**src/rtl/hazard_stall_ctrl.sv**
```systemverilog
// Hazard sequencer for the 5-stage core: load-use bubbles, HI/LO mult/div occupancy stalls,
// taken-branch flushes, plus saturating stall/flush event counters.
module hazard_stall_ctrl #(
    parameter int MD_LATENCY = 32,
    parameter int CNT_W      = 6,
    parameter int PERF_W     = 32
) (
    input  logic              clk_i,
    input  logic              rst_i,
    input  logic [4:0]        id_rs_i,
    input  logic [4:0]        id_rt_i,
    input  logic              id_uses_rt_i,
    input  logic              id_md_start_i,
    input  logic              id_md_read_i,
    input  logic              ex_mem_read_i,
    input  logic [4:0]        ex_rt_i,
    input  logic              branch_taken_i,
    output logic              pc_write_o,
    output logic              if_id_write_o,
    output logic              id_ex_bubble_o,
    output logic              if_id_flush_o,
    output logic              id_ex_flush_o,
    output logic              md_start_o,
    output logic              md_busy_o,
    output logic              md_done_o,
    output logic [PERF_W-1:0] stall_cnt_o,
    output logic [PERF_W-1:0] flush_cnt_o
);

    typedef enum logic {S_IDLE = 1'b0, S_BUSY = 1'b1} state_t;

    localparam logic [CNT_W-1:0] LP_MD_LOAD = CNT_W'(MD_LATENCY - 1);

    state_t             r_state;
    state_t             w_state_nxt;
    logic [CNT_W-1:0]   r_md_cnt;
    logic [PERF_W-1:0]  r_stall_cnt;
    logic [PERF_W-1:0]  r_flush_cnt;

    logic w_ld_haz;
    logic w_md_haz;
    logic w_stall;
    logic w_md_accept;
    logic w_md_busy;
    logic w_md_done;

    assign w_md_busy = (r_state == S_BUSY);
    assign w_md_done = w_md_busy && (r_md_cnt == '0);

    // A load into $zero never creates a real dependency.
    assign w_ld_haz = ex_mem_read_i && (ex_rt_i != 5'd0) &&
                      ((ex_rt_i == id_rs_i) || (id_uses_rt_i && (ex_rt_i == id_rt_i)));
    assign w_md_haz = w_md_busy && (id_md_read_i || id_md_start_i);

    // A squashed ID instruction cannot stall the pipe.
    assign w_stall     = (w_ld_haz || w_md_haz) && !branch_taken_i;
    assign w_md_accept = id_md_start_i && !w_stall && !branch_taken_i;

    always_ff @(posedge clk_i or posedge rst_i) begin
        if (rst_i) r_state <= S_IDLE;
        else       r_state <= w_state_nxt;
    end

    always_comb begin
        w_state_nxt = r_state;
        unique case (r_state)
            S_IDLE: if (w_md_accept) w_state_nxt = S_BUSY;
            S_BUSY: if (w_md_done)   w_state_nxt = S_IDLE;
        endcase
    end

    always_comb begin
        pc_write_o     = 1'b1;
        if_id_write_o  = 1'b1;
        id_ex_bubble_o = 1'b0;
        if_id_flush_o  = 1'b0;
        id_ex_flush_o  = 1'b0;
        md_start_o     = 1'b0;
        md_busy_o      = 1'b0;
        md_done_o      = 1'b0;
        if (!rst_i) begin
            md_start_o = w_md_accept;
            md_busy_o  = w_md_busy;
            md_done_o  = w_md_done;
            if (branch_taken_i) begin
                if_id_flush_o = 1'b1;
                id_ex_flush_o = 1'b1;
            end else if (w_stall) begin
                pc_write_o     = 1'b0;
                if_id_write_o  = 1'b0;
                id_ex_bubble_o = 1'b1;
            end
        end
    end

    // Busy lasts MD_LATENCY cycles: load LATENCY-1, done fires when the count reaches zero.
    always_ff @(posedge clk_i or posedge rst_i) begin
        if (rst_i) begin
            r_md_cnt <= '0;
        end else if (!w_md_busy && w_md_accept) begin
            r_md_cnt <= LP_MD_LOAD;
        end else if (w_md_busy && (r_md_cnt != '0)) begin
            r_md_cnt <= r_md_cnt - CNT_W'(1);
        end
    end

    always_ff @(posedge clk_i or posedge rst_i) begin
        if (rst_i) begin
            r_stall_cnt <= '0;
            r_flush_cnt <= '0;
        end else begin
            if (w_stall && (r_stall_cnt != '1))
                r_stall_cnt <= r_stall_cnt + PERF_W'(1);
            if (branch_taken_i && (r_flush_cnt != '1))
                r_flush_cnt <= r_flush_cnt + PERF_W'(1);
        end
    end

    assign stall_cnt_o = r_stall_cnt;
    assign flush_cnt_o = r_flush_cnt;

endmodule

```
**config.mk**
```make
export PLATFORM = sky130hd
export DESIGN_NAME = hazard_stall_ctrl
export DESIGN_NICKNAME = d
export VERILOG_FILES = /design/src/rtl/hazard_stall_ctrl.sv
export SDC_FILE = /design/constraint.sdc
export NUM_CORES = 1
export LEC_CHECK = 0
export BUFFER_PORTS_ARGS = -buffer_cell sky130_fd_sc_hd__buf_2
export CAP_MARGIN = 25
export CORE_ASPECT_RATIO = 1.1
export CORE_MARGIN = 2
export CORE_UTILIZATION = 59
export CTS_BUF_LIST = sky130_fd_sc_hd__clkbuf_4 sky130_fd_sc_hd__clkbuf_8
export DETAILED_ROUTE_END_ITERATION = 12
export GPL_TIMING_DRIVEN = 0
export PLACE_DENSITY_LB_ADDON = 0.12
export SLEW_MARGIN = 40
export SYNTH_ARGS = -nofsm -noshare
export SYNTH_HDL_FRONTEND = slang
export SYNTH_SLANG_ARGS = --single-unit
```
**constraint.sdc**
```tcl
create_clock -name clk_i -period 4.04 [get_ports clk_i]
set_input_delay 0.404 -clock clk_i [delete_from_list [all_inputs] [get_ports clk_i]]
set_output_delay 0.404 -clock clk_i [all_outputs]
set_load 0.03 [all_outputs]
```
==> reports/metrics.cfg <==
[outcome]
status=completed

[sta]
rsz0062_at_grt=false
timing.setup.tns_ns=0
max_slew_margin_pct=49.1
setup_viol=0
skew_ns=0.00888
slew_violations=0
worst_pin_slew_ns=0.757
fin_crit_ns=2.85
fmax_ghz=0.351
finalCritPeriodShare_pct=70.4
hold_viol_final=0

[worst_setup_path]
crit_type=input pin to output port
regToRegSetupSlack_ns=1.67
cpMaxStageDelayCell=o31ai_1
cp_cell_sequence=buf_2 -> xor2_1 -> nor4_2 -> a32oi_2 -> o31ai_1 -> nand2_1 -> buf_4 -> buf_2
cpMostUsedCell=buf_2
slowest_delay_ns=0.70
cp-end-kind=output port
arrival_ns=2.44
cp_data_required_time_ns=3.64
critPathMaxFanout=5
timing.rr.start=flush_cnt_o[19]
r2r_end=flush_cnt_o[1]
critPathLaunchType=input pin
r2r_cells=6

[grt]
grtUsageTotal_pct=23.4
gr-total-overflow=0
grt_max_degree=44
grt_antenna_before_repair=0
grt_pass1_wl_mm=12.5
first_global_vias=2762

[route]
first_pass_iters=4
drc=0
dr.first_iter.drc_count=166
wl_per_cell_um=13.8
routed_wl_mm=7.34
vias=2926
avgViaCountPerCell=5.52
detail-route-antenna-nets=0

[die]
core_area_um2=5840
die_area_um2=6750
die_w_um=78.5
die_h_um=86.0
initial_utilization_pct=61.7
num_rows=29
ioPinCount=94

[finish]
antenna_cells=0
drive_gt1_share_pct=27.6
final_nets=474
area_delta_synth_final_pct=22.2

[yosys]
async_flop_share_pct=100
yosysSeqAreaShare_pct=49.3
synth_nets=370
synth.avg_cell_area_um2=10.5
synth_cell_types=42
synth-edff-count=0
synth_warnings=0
syn_inst=344
synth-seq-cells=71
synth-main-ff-cell=dfrtp_1
synth_area_um2=3600

[clocking]
postCtsResizedCells=0
holdBufCountCts=0
cts_root_buf=clkbuf_8
clock-sinks=71
cts_tree=built
cts.clk_slew.worst_paths_ns=0.07
cts.path.max_buffers=2
cts_setup_buffers=0
insertion_delay_ns=0.34
cts_buffers=9
htree_levels=3

[hold_path]
min_path_type=input pin to async pin

[placement]
dp_hpwl_mm=5.35
port-buffer-count=92
place.gp.congestion=0.813

[pwr]
powerDensity_nw_per_um2=470
totalPowerFinal_mw=2.07
p_leak_nw=2.14
ir_drop_mv=0.468

[run]
drv_cap=0

[kinds of logic after synthesis]
| family | Yosys count | share of synthesized area [%] |
|---|---|---|
| simple gates | 157 | 22.7 |
| xor+xnor | 75 | 18.2 |
| flops | 71 | 49.3 |
| compound gates | 17 | 5.24 |
| buf+inv | 17 | 2.29 |
| fa+ha+maj | 4 | 1.39 |
| mux | 3 | 0.902 |
[how the worst max path moves through the flow]
stage	from	depth (start not counted)	slack, ns	to
3_5_place_dp	ex_rt_i[3]	8	1.19	pc_write_o
4_1_cts	ex_rt_i[3]	8	1.18	pc_write_o
3_3_place_gp	rst_i	5	0.36	pc_write_o
5_1_grt	ex_rt_i[3]	8	1.04	pc_write_o
2_1_floorplan	rst_i	3	0.65	id_ex_bubble_o
6_report	ex_rt_i[3]	8	1.19	pc_write_o
[synth_stat cells, types with 2 or more instances]
cell type | number | area, µm²
nand2_1 | 31 | 116
nand4_1 | 21 | 131
dfrtp_1 | 71 | 1780
and4_1 | 3 | 26.3
a31o_2 | 2 | 17.5
nor3_1 | 9 | 45.0
nand3_1 | 38 | 190
xnor2_1 | 46 | 403
and3_1 | 11 | 68.8
inv_1 | 9 | 33.8
nor4_1 | 5 | 31.3
mux2_2 | 2 | 22.5
buf_4 | 3 | 22.5
a2111oi_4 | 2 | 55.1
ha_1 | 4 | 50.1
xor2_1 | 29 | 254
nor2_1 | 23 | 86.3
o211ai_1 | 2 | 15.0
and2_1 | 6 | 37.5
or4_1 | 3 | 22.5
clkbuf_1 | 3 | 11.3
[routing by layer]
metal | track usage [%] | share of wire (%) | vias up
met5 | 0 | 0 | -
met4 | 10.7 | 1.0 | 0
met3 | 3.89 | 4.0 | 6
met2 | 37.1 | 49 | 74
met1 | 31.8 | 46 | 1431
li1 | - | - | 1415
[critical path: cells and delay by family]
family                 cells  cell delay, ns
XOR/XNOR                   1            0.16
AND/OR/NAND/NOR            2            0.49
buffers and inverters      3            0.45
AO/OA/AOI/OAI              2            0.93
[registers in the layout, summed over array words and instances (netlist names)]
signal / cells
flush_cnt_o: 32
stall_cnt_o: 32
r_state: 1
r_md_cnt: 6
[stage by stage]
| stage | cell area (µm²) | instances | hold slack, ns | utilization, % | setup WS (ns) |
|---|---|---|---|---|---|
| floorplan | 3600 | 344 | 0.495 | - | 0.647 |
| global placement | 4160 | 513 | 0.477 | 71.2 | 0.357 |
| detailed placement | 4190 | 514 | 0.418 | 71.7 | 1.19 |
| CTS | 4410 | 530 | 0.0464 | 75.4 | 1.18 |
| global route | 4410 | 530 | 0.0717 | 75.4 | 1.04 |
| finish | 4410 | 530 | 0.0487 | 75.4 | 1.19 |
[power by group]
part | internal (mW) | switching [mW] | total (mW)
combinational | 0.195 | 0.355 | 0.550
sequential | 0.800 | 0.0935 | 0.894
clock | 0.363 | 0.265 | 0.628
total | 1.36 | 0.713 | 2.07
[cell usage in the layout, fill, tap and decap left out, types with 2 or more instances in the layout]
cell type,netlist,routed
and2_1,6,6
inv_1,9,8
nand3_1,38,38
clkbuf_8,0,9
nand4_1,21,21
nor4_1,5,5
nand2_1,31,31
or4_1,3,3
buf_4,3,3
a2111oi_4,2,2
o211ai_1,2,2
clkbuf_1,3,3
inv_6,0,2
nor3_1,9,9
and3_1,11,11
mux2_2,2,2
clkbuf_4,0,2
and4_1,3,3
a31o_2,2,2
xnor2_1,46,46
ha_1,4,4
buf_2,0,92
nor2_1,23,23
dfrtp_1,71,71
bufinv_16,0,2
xor2_1,29,29
[layout make-up]
type | instances | area [µm²]
Multi-Input combinational cell | 256 | 1750
Tap cell | 77 | 96.3
Clock buffer | 11 | 139
Sequential cell | 71 | 1780
Buffer | 8 | 48.8
Timing Repair Buffer | 93 | 480
Inverter | 9 | 38.8
Clock inverter | 5 | 81.3
Fill cell | 444 | 1440
(Power assumes the default switching activity.)
